`src/rtl/imem_arb_pkg.sv`:
```
// Shared types and helpers for the instruction-memory access arbiter.
package imem_arb_pkg;

    typedef enum logic {
        LOAD = 1'b0,
        RUN  = 1'b1
    } arb_state_t;

    localparam logic [31:0] NOP_INSTR_DEFAULT = 32'h0000_0013;

    // A word address is usable only if 4-aligned and the whole word fits in the array.
    function automatic logic in_range(input logic [31:0] addr, input int unsigned mem_bytes);
        logic [31:0] last_word;
        last_word = 32'(mem_bytes - 4);
        return (addr[1:0] == 2'b00) && (addr <= last_word);
    endfunction

endpackage

```
`src/rtl/imem_arb_starve_cnt.sv`:
```
// Saturating starvation counter: counts loader wait cycles, flags when the limit is hit.
module imem_arb_starve_cnt #(
    parameter int unsigned MAX_WAIT = 4
) (
    input  logic clk,
    input  logic reset,
    input  logic inc,
    input  logic clr,
    output logic at_max
);

    localparam int unsigned CNT_W = (MAX_WAIT < 1) ? 1 : $clog2(MAX_WAIT + 1);
    localparam logic [CNT_W-1:0] CNT_MAX = CNT_W'(MAX_WAIT);

    logic [CNT_W-1:0] cnt_reg;
    logic [CNT_W-1:0] cnt_next;

    always_comb begin
        cnt_next = cnt_reg;
        if (clr) begin
            cnt_next = '0;
        end else if (inc && (cnt_reg != CNT_MAX)) begin
            cnt_next = cnt_reg + CNT_W'(1);
        end
    end

    always_ff @(posedge clk) begin
        if (reset) begin
            cnt_reg <= '0;
        end else begin
            cnt_reg <= cnt_next;
        end
    end

    assign at_max = (cnt_reg == CNT_MAX);

endmodule

```
`src/rtl/imem_access_arbiter.sv`:
```
// Single-port imem arbiter between core fetch and program loader (LOAD then RUN).
// Optional loader checksum output ld_csum is enabled by defining IMEM_ARB_CHECKSUM_EN.
module imem_access_arbiter
    import imem_arb_pkg::*;
#(
    parameter int unsigned MEM_BYTES = 108,
    parameter int unsigned ADDR_W    = 7,
    parameter logic [31:0] NOP_INSTR = NOP_INSTR_DEFAULT,
    parameter int unsigned MAX_WAIT  = 4
) (
    input  logic              clk,
    input  logic              reset,
    input  logic              ld_valid,
    output logic              ld_ready,
    input  logic [31:0]       ld_addr,
    input  logic [31:0]       ld_data,
    input  logic              ld_last,
    input  logic              if_req,
    input  logic [31:0]       if_addr,
    output logic              if_gnt,
    output logic              if_rvalid,
    output logic [31:0]       if_rdata,
    output logic              mem_en,
    output logic              mem_we,
    output logic [ADDR_W-1:0] mem_addr,
    output logic [31:0]       mem_wdata,
    input  logic [31:0]       mem_rdata,
    output logic              core_hold,
    output logic              err_oob
`ifdef IMEM_ARB_CHECKSUM_EN
    ,
    output logic [31:0]       ld_csum
`endif
);

    arb_state_t state_reg;
    logic       hold_reg;
    logic       rvalid_reg;
    logic       nop_reg;
    logic       err_reg;

    logic ld_in;
    logic if_in;
    logic ld_gnt;
    logic ld_wr;
    logic if_rd;
    logic at_max;
    logic force_ld;
    logic starve_inc;

    assign ld_in = in_range(ld_addr, MEM_BYTES);
    assign if_in = in_range(if_addr, MEM_BYTES);

    // Once the loader has waited MAX_WAIT cycles it wins over fetch.
    assign force_ld = at_max && ld_valid;

    always_comb begin
        ld_ready = 1'b0;
        if_gnt   = 1'b0;
        case (state_reg)
            LOAD: begin
                ld_ready = 1'b1;
            end
            RUN: begin
                ld_ready = at_max || !if_req;
                if_gnt   = if_req && !force_ld;
            end
            default: begin
                ld_ready = 1'b0;
                if_gnt   = 1'b0;
            end
        endcase
    end

    assign ld_gnt     = ld_valid && ld_ready;
    assign ld_wr      = ld_gnt && ld_in;
    assign if_rd      = if_gnt && if_in;
    assign starve_inc = (state_reg == RUN) && ld_valid && !ld_ready;

    imem_arb_starve_cnt #(
        .MAX_WAIT(MAX_WAIT)
    ) u_starve_cnt (
        .clk   (clk),
        .reset (reset),
        .inc   (starve_inc),
        .clr   (ld_gnt),
        .at_max(at_max)
    );

    // Out-of-range accesses are consumed but never reach the SRAM port.
    always_comb begin
        mem_en    = ld_wr || if_rd;
        mem_we    = ld_wr;
        mem_addr  = '0;
        mem_wdata = '0;
        if (ld_wr) begin
            mem_addr  = ld_addr[ADDR_W-1:0];
            mem_wdata = ld_data;
        end else if (if_rd) begin
            mem_addr = if_addr[ADDR_W-1:0];
        end
    end

    always_ff @(posedge clk) begin
        if (reset) begin
            state_reg  <= LOAD;
            hold_reg   <= 1'b1;
            rvalid_reg <= 1'b0;
            nop_reg    <= 1'b0;
            err_reg    <= 1'b0;
        end else begin
            rvalid_reg <= if_gnt;
            nop_reg    <= if_gnt && !if_in;
            err_reg    <= (if_gnt && !if_in) || (ld_gnt && !ld_in);
            case (state_reg)
                LOAD: begin
                    if (ld_gnt && ld_last) begin
                        state_reg <= RUN;
                        hold_reg  <= 1'b0;
                    end
                end
                RUN: begin
                    state_reg <= RUN;
                    hold_reg  <= 1'b0;
                end
                default: begin
                    state_reg <= LOAD;
                    hold_reg  <= 1'b1;
                end
            endcase
        end
    end

    assign core_hold = hold_reg;
    assign if_rvalid = rvalid_reg;
    assign err_oob   = err_reg;
    // SRAM output holds the last read, so a following write cannot disturb it.
    assign if_rdata  = rvalid_reg ? (nop_reg ? NOP_INSTR : mem_rdata) : 32'h0;

`ifdef IMEM_ARB_CHECKSUM_EN
    logic [31:0] csum_reg;
    logic        fresh_reg;
    logic [31:0] csum_base;
    logic [31:0] csum_add;

    assign csum_base = fresh_reg ? 32'h0 : csum_reg;
    assign csum_add  = ld_wr ? ld_data : 32'h0;

    always_ff @(posedge clk) begin
        if (reset) begin
            csum_reg  <= 32'h0;
            fresh_reg <= 1'b1;
        end else begin
            csum_reg  <= csum_base + csum_add;
            fresh_reg <= 1'b0;
        end
    end

    assign ld_csum = csum_reg;
`endif

endmodule
```
`config.mk`:
```
export PLATFORM = sky130hd
export DESIGN_NAME = imem_access_arbiter
export DESIGN_NICKNAME = d
export VERILOG_FILES = /design/src/rtl/imem_arb_pkg.sv /design/src/rtl/imem_arb_starve_cnt.sv /design/src/rtl/imem_access_arbiter.sv
export SDC_FILE = /design/constraint.sdc
export NUM_CORES = 1
export LEC_CHECK = 0
export BUFFER_PORTS_ARGS = -buffer_cell sky130_fd_sc_hd__buf_2
export CORE_AREA = 2 2 81 83
export CTS_CLUSTER_DIAMETER = 100
export DETAILED_ROUTE_END_ITERATION = 16
export DIE_AREA = 0 0 83 85
export MAX_ROUTING_LAYER = met4
export PLACE_DENSITY_LB_ADDON = 0.1
export SYNTH_ARGS = -nofsm -noshare
export SYNTH_HDL_FRONTEND = slang
export SYNTH_HIERARCHICAL = 1
export SYNTH_SLANG_ARGS = --single-unit
```
`constraint.sdc`:
```
create_clock -name clk -period 2.72 [get_ports clk]
set_input_delay 0.544 -clock clk [delete_from_list [all_inputs] [get_ports clk]]
set_output_delay 0.544 -clock clk [all_outputs]
set_load 0.02 [all_outputs]
```
==> out/metrics.cfg <==
[outcome]
status=complete, no violations

[drt]
drc=0
vias_per_cell=4.20
initialDrtViolationCount=22
detail-route-antenna-nets=0
route.final.wire_length_um=5220
wire_per_inst_um=12.0
via_count=1836
firstDrtPassIters=2

[setup_path]
critical_path.max_stage_delay_ps=330
r2r_slack_ps=930
path_max_fanout=9
reg2reg_to=u_starve_cnt/cnt_reg[0]
criticalPathCategory=flip-flop to output pin
crit_chain=inv_1, ha_2, and2_1, nand3b_1, nand2_2, nor4_4, buf_4, buf_6, or2_2, buf_6
cp.arrival_ps=2070
crit_top_cell=buf_6
cp-start-kind=flip-flop
crit_slowest_cell=dfxtp_2
r2r_cells=7
r2r-start=u_starve_cnt/cnt_reg[0]
cp.required_ps=2180
end_kind=output pin

[placement]
dp_worst_setup_slack_ps=145
dpl.hpwl_um=4730
numPortBuffers=208
gp_congestion=0.821

[synth]
synth_ff_type=dfxtp_1
synth_seq_area_share=0.152
ys_top_cells_by_count=and2_1, nor4_1, dfxtp_1, inv_1
synth_most_common_cell=and2_1
synth.top_cell.area_share=0.367
synth-edff-count=0
yosysTopAreaCell=and2_1
ys_warn_count=6
synth_seq_cells=8
synth_area_leaders=and2_1, dfxtp_1, nor4_1, a22o_1, ha_1
avgSynthCellArea_um2=7.23
syn_inst=146
syn_area_um2=1060
ys_types=32
async_reset_ff_frac=0

[finish]
final_layout_size_suffix_gt1_frac=0.638
area_delta_synth_final_pct=117
largest_reg_flops=3
n_fill_cell=661
final_nets=496
final_util=0.369

[sta]
fin_crit_ps=2610
final-setup-viol-count=0
clock_skew_ps=0.636
fin_hold_ws_ps=448
drv_slew=0
hold_violations=0
fmax_mhz=383
setup_slack_ps=108
min_period_over_period=0.960
tns_ps=0

[global_routing]
grt_pass1_wl_um=7800
first_global_vias=1726
overflow=0
grtUsageTotal=0.138
grt_max_degree=30
antenna_found_initial=1

[cts]
cts_max_path_buffers=2
cts.clk_slew.worst_paths_ps=40
clock_latency_ps=220
cts_buffers=3
postCtsHoldBufs=0
cts_tree=built
cts_sinks=8
clockRootBuffer=clkbuf_8
cts-htree-levels=1

[die]
core-area_um2=6200
die_h_um=85
die_w_um=83
initial_core_util=0.170
rows=29
dieArea_um2=7060
io_pins=211

[pwr]
power_frac_clock=0.333
p_per_area_nw_per_um2=183
seq_power_share=0.299
p_sw_mw=0.112
swShare=0.267
pwr-share-comb=0.368
power_mw=0.419
ir_worst_vdd_uv=119
power_leakage_nw=1.43
p_int_mw=0.307

[min_path]
hold_end=core_hold
hp-class=flip-flop to flip-flop
hold_depth=1
hp-start=core_hold

[job]
maxCapViolations=0

==> how the worst max path moves through the flow <==
stage | cells after the start | startpoint | end
after floorplan | 9 | u_starve_cnt/cnt_reg[0] | mem_wdata[12]
after global placement | 7 | ld_addr[0] | mem_addr[4]
after detailed placement | 7 | ld_addr[0] | mem_addr[4]
after CTS | 9 | u_starve_cnt/cnt_reg[0] | mem_en
after global routing | 8 | ld_addr[13] | mem_wdata[4]
final | 10 | u_starve_cnt/cnt_reg[0] | mem_en
==> layout by cell type, fill, tap and decap left out, types with 3 or more instances in the layout <==
| cell | count |
|---|---|
| buf_4 | 7 |
| inv_1 | 6 |
| buf_6 | 4 |
| dfxtp_1 | 6 |
| o21a_1 | 3 |
| and2_1 | 62 |
| nand3_1 | 3 |
| nor3b_1 | 3 |
| buf_2 | 207 |
| nor3_1 | 5 |
| nor4_1 | 13 |
| clkbuf_8 | 3 |
| nor2_1 | 4 |
| a22o_1 | 5 |
| a21oi_1 | 3 |
==> power groups by stage <==
stage,clock (mW),combinational (mW),sequential [mW]
floorplan,0,0.0425,0.130
global placement,0,0.153,0.127
detailed placement,0,0.154,0.127
CTS,0.146,0.154,0.125
global route,0.150,0.171,0.125
finish,0.139,0.154,0.125
==> area by class of cell <==
| type | count | area (um^2) | share of cell area |
|---|---|---|---|
| sequential | 8 | 163 | 0.0711 |
| multi-input combinational | 124 | 828 | 0.362 |
| tap | 77 | 96.3 | 0.0421 |
| timing repair buffer | 218 | 1130 | 0.496 |
| inverter | 6 | 22.5 | 0.00985 |
| clock buffer | 3 | 41.3 | 0.0181 |
| antenna | 1 | 2.50 | 0.00109 |
==> cells by family after synthesis <==
group	after synthesis	synth area share
simple gates	102	0.607
compound gates	16	0.121
buf+inv	15	0.0723
flops	8	0.152
other cells	1	0.00355
fa+ha+maj	2	0.0237
mux	2	0.0213
==> critical path, delay by kind of cell (launching register included) <==
kind / cells / cell delay (ps)
flops: 1 / 330
fa+ha+maj: 1 / 190
buf+inv: 4 / 470
simple gates: 5 / 840
==> metrics by stage <==
| step | instances | area (um^2) |
|---|---|---|
| 2_1_floorplan | 147 | 1060 |
| 3_3_place_gp | 427 | 2170 |
| 3_5_place_dp | 427 | 2170 |
| 4_1_cts | 430 | 2220 |
| 5_1_grt | 437 | 2290 |
| 6_report | 437 | 2290 |
==> metal layers <==
| layer | vias to the layer above | part of all wire | track usage |
|---|---|---|---|
| li1 | 925 | - | - |
| met1 | 773 | 0.35 | 0.138 |
| met2 | 130 | 0.54 | 0.276 |
| met3 | 8 | 0.095 | 0.0224 |
| met4 | 0 | 0.021 | 0.0387 |
| met5 | - | 0 | - |
==> what timing repair did <==
item / in CTS / in global routing
pin swaps: 0 / 3
cloned: 0 / 2
resized for setup: 1 / 12
endpoints found under the setup margin: 21 / 38
buffers inserted: 0 / 5
No activity file was read; power rests on OpenSTA's default activity.
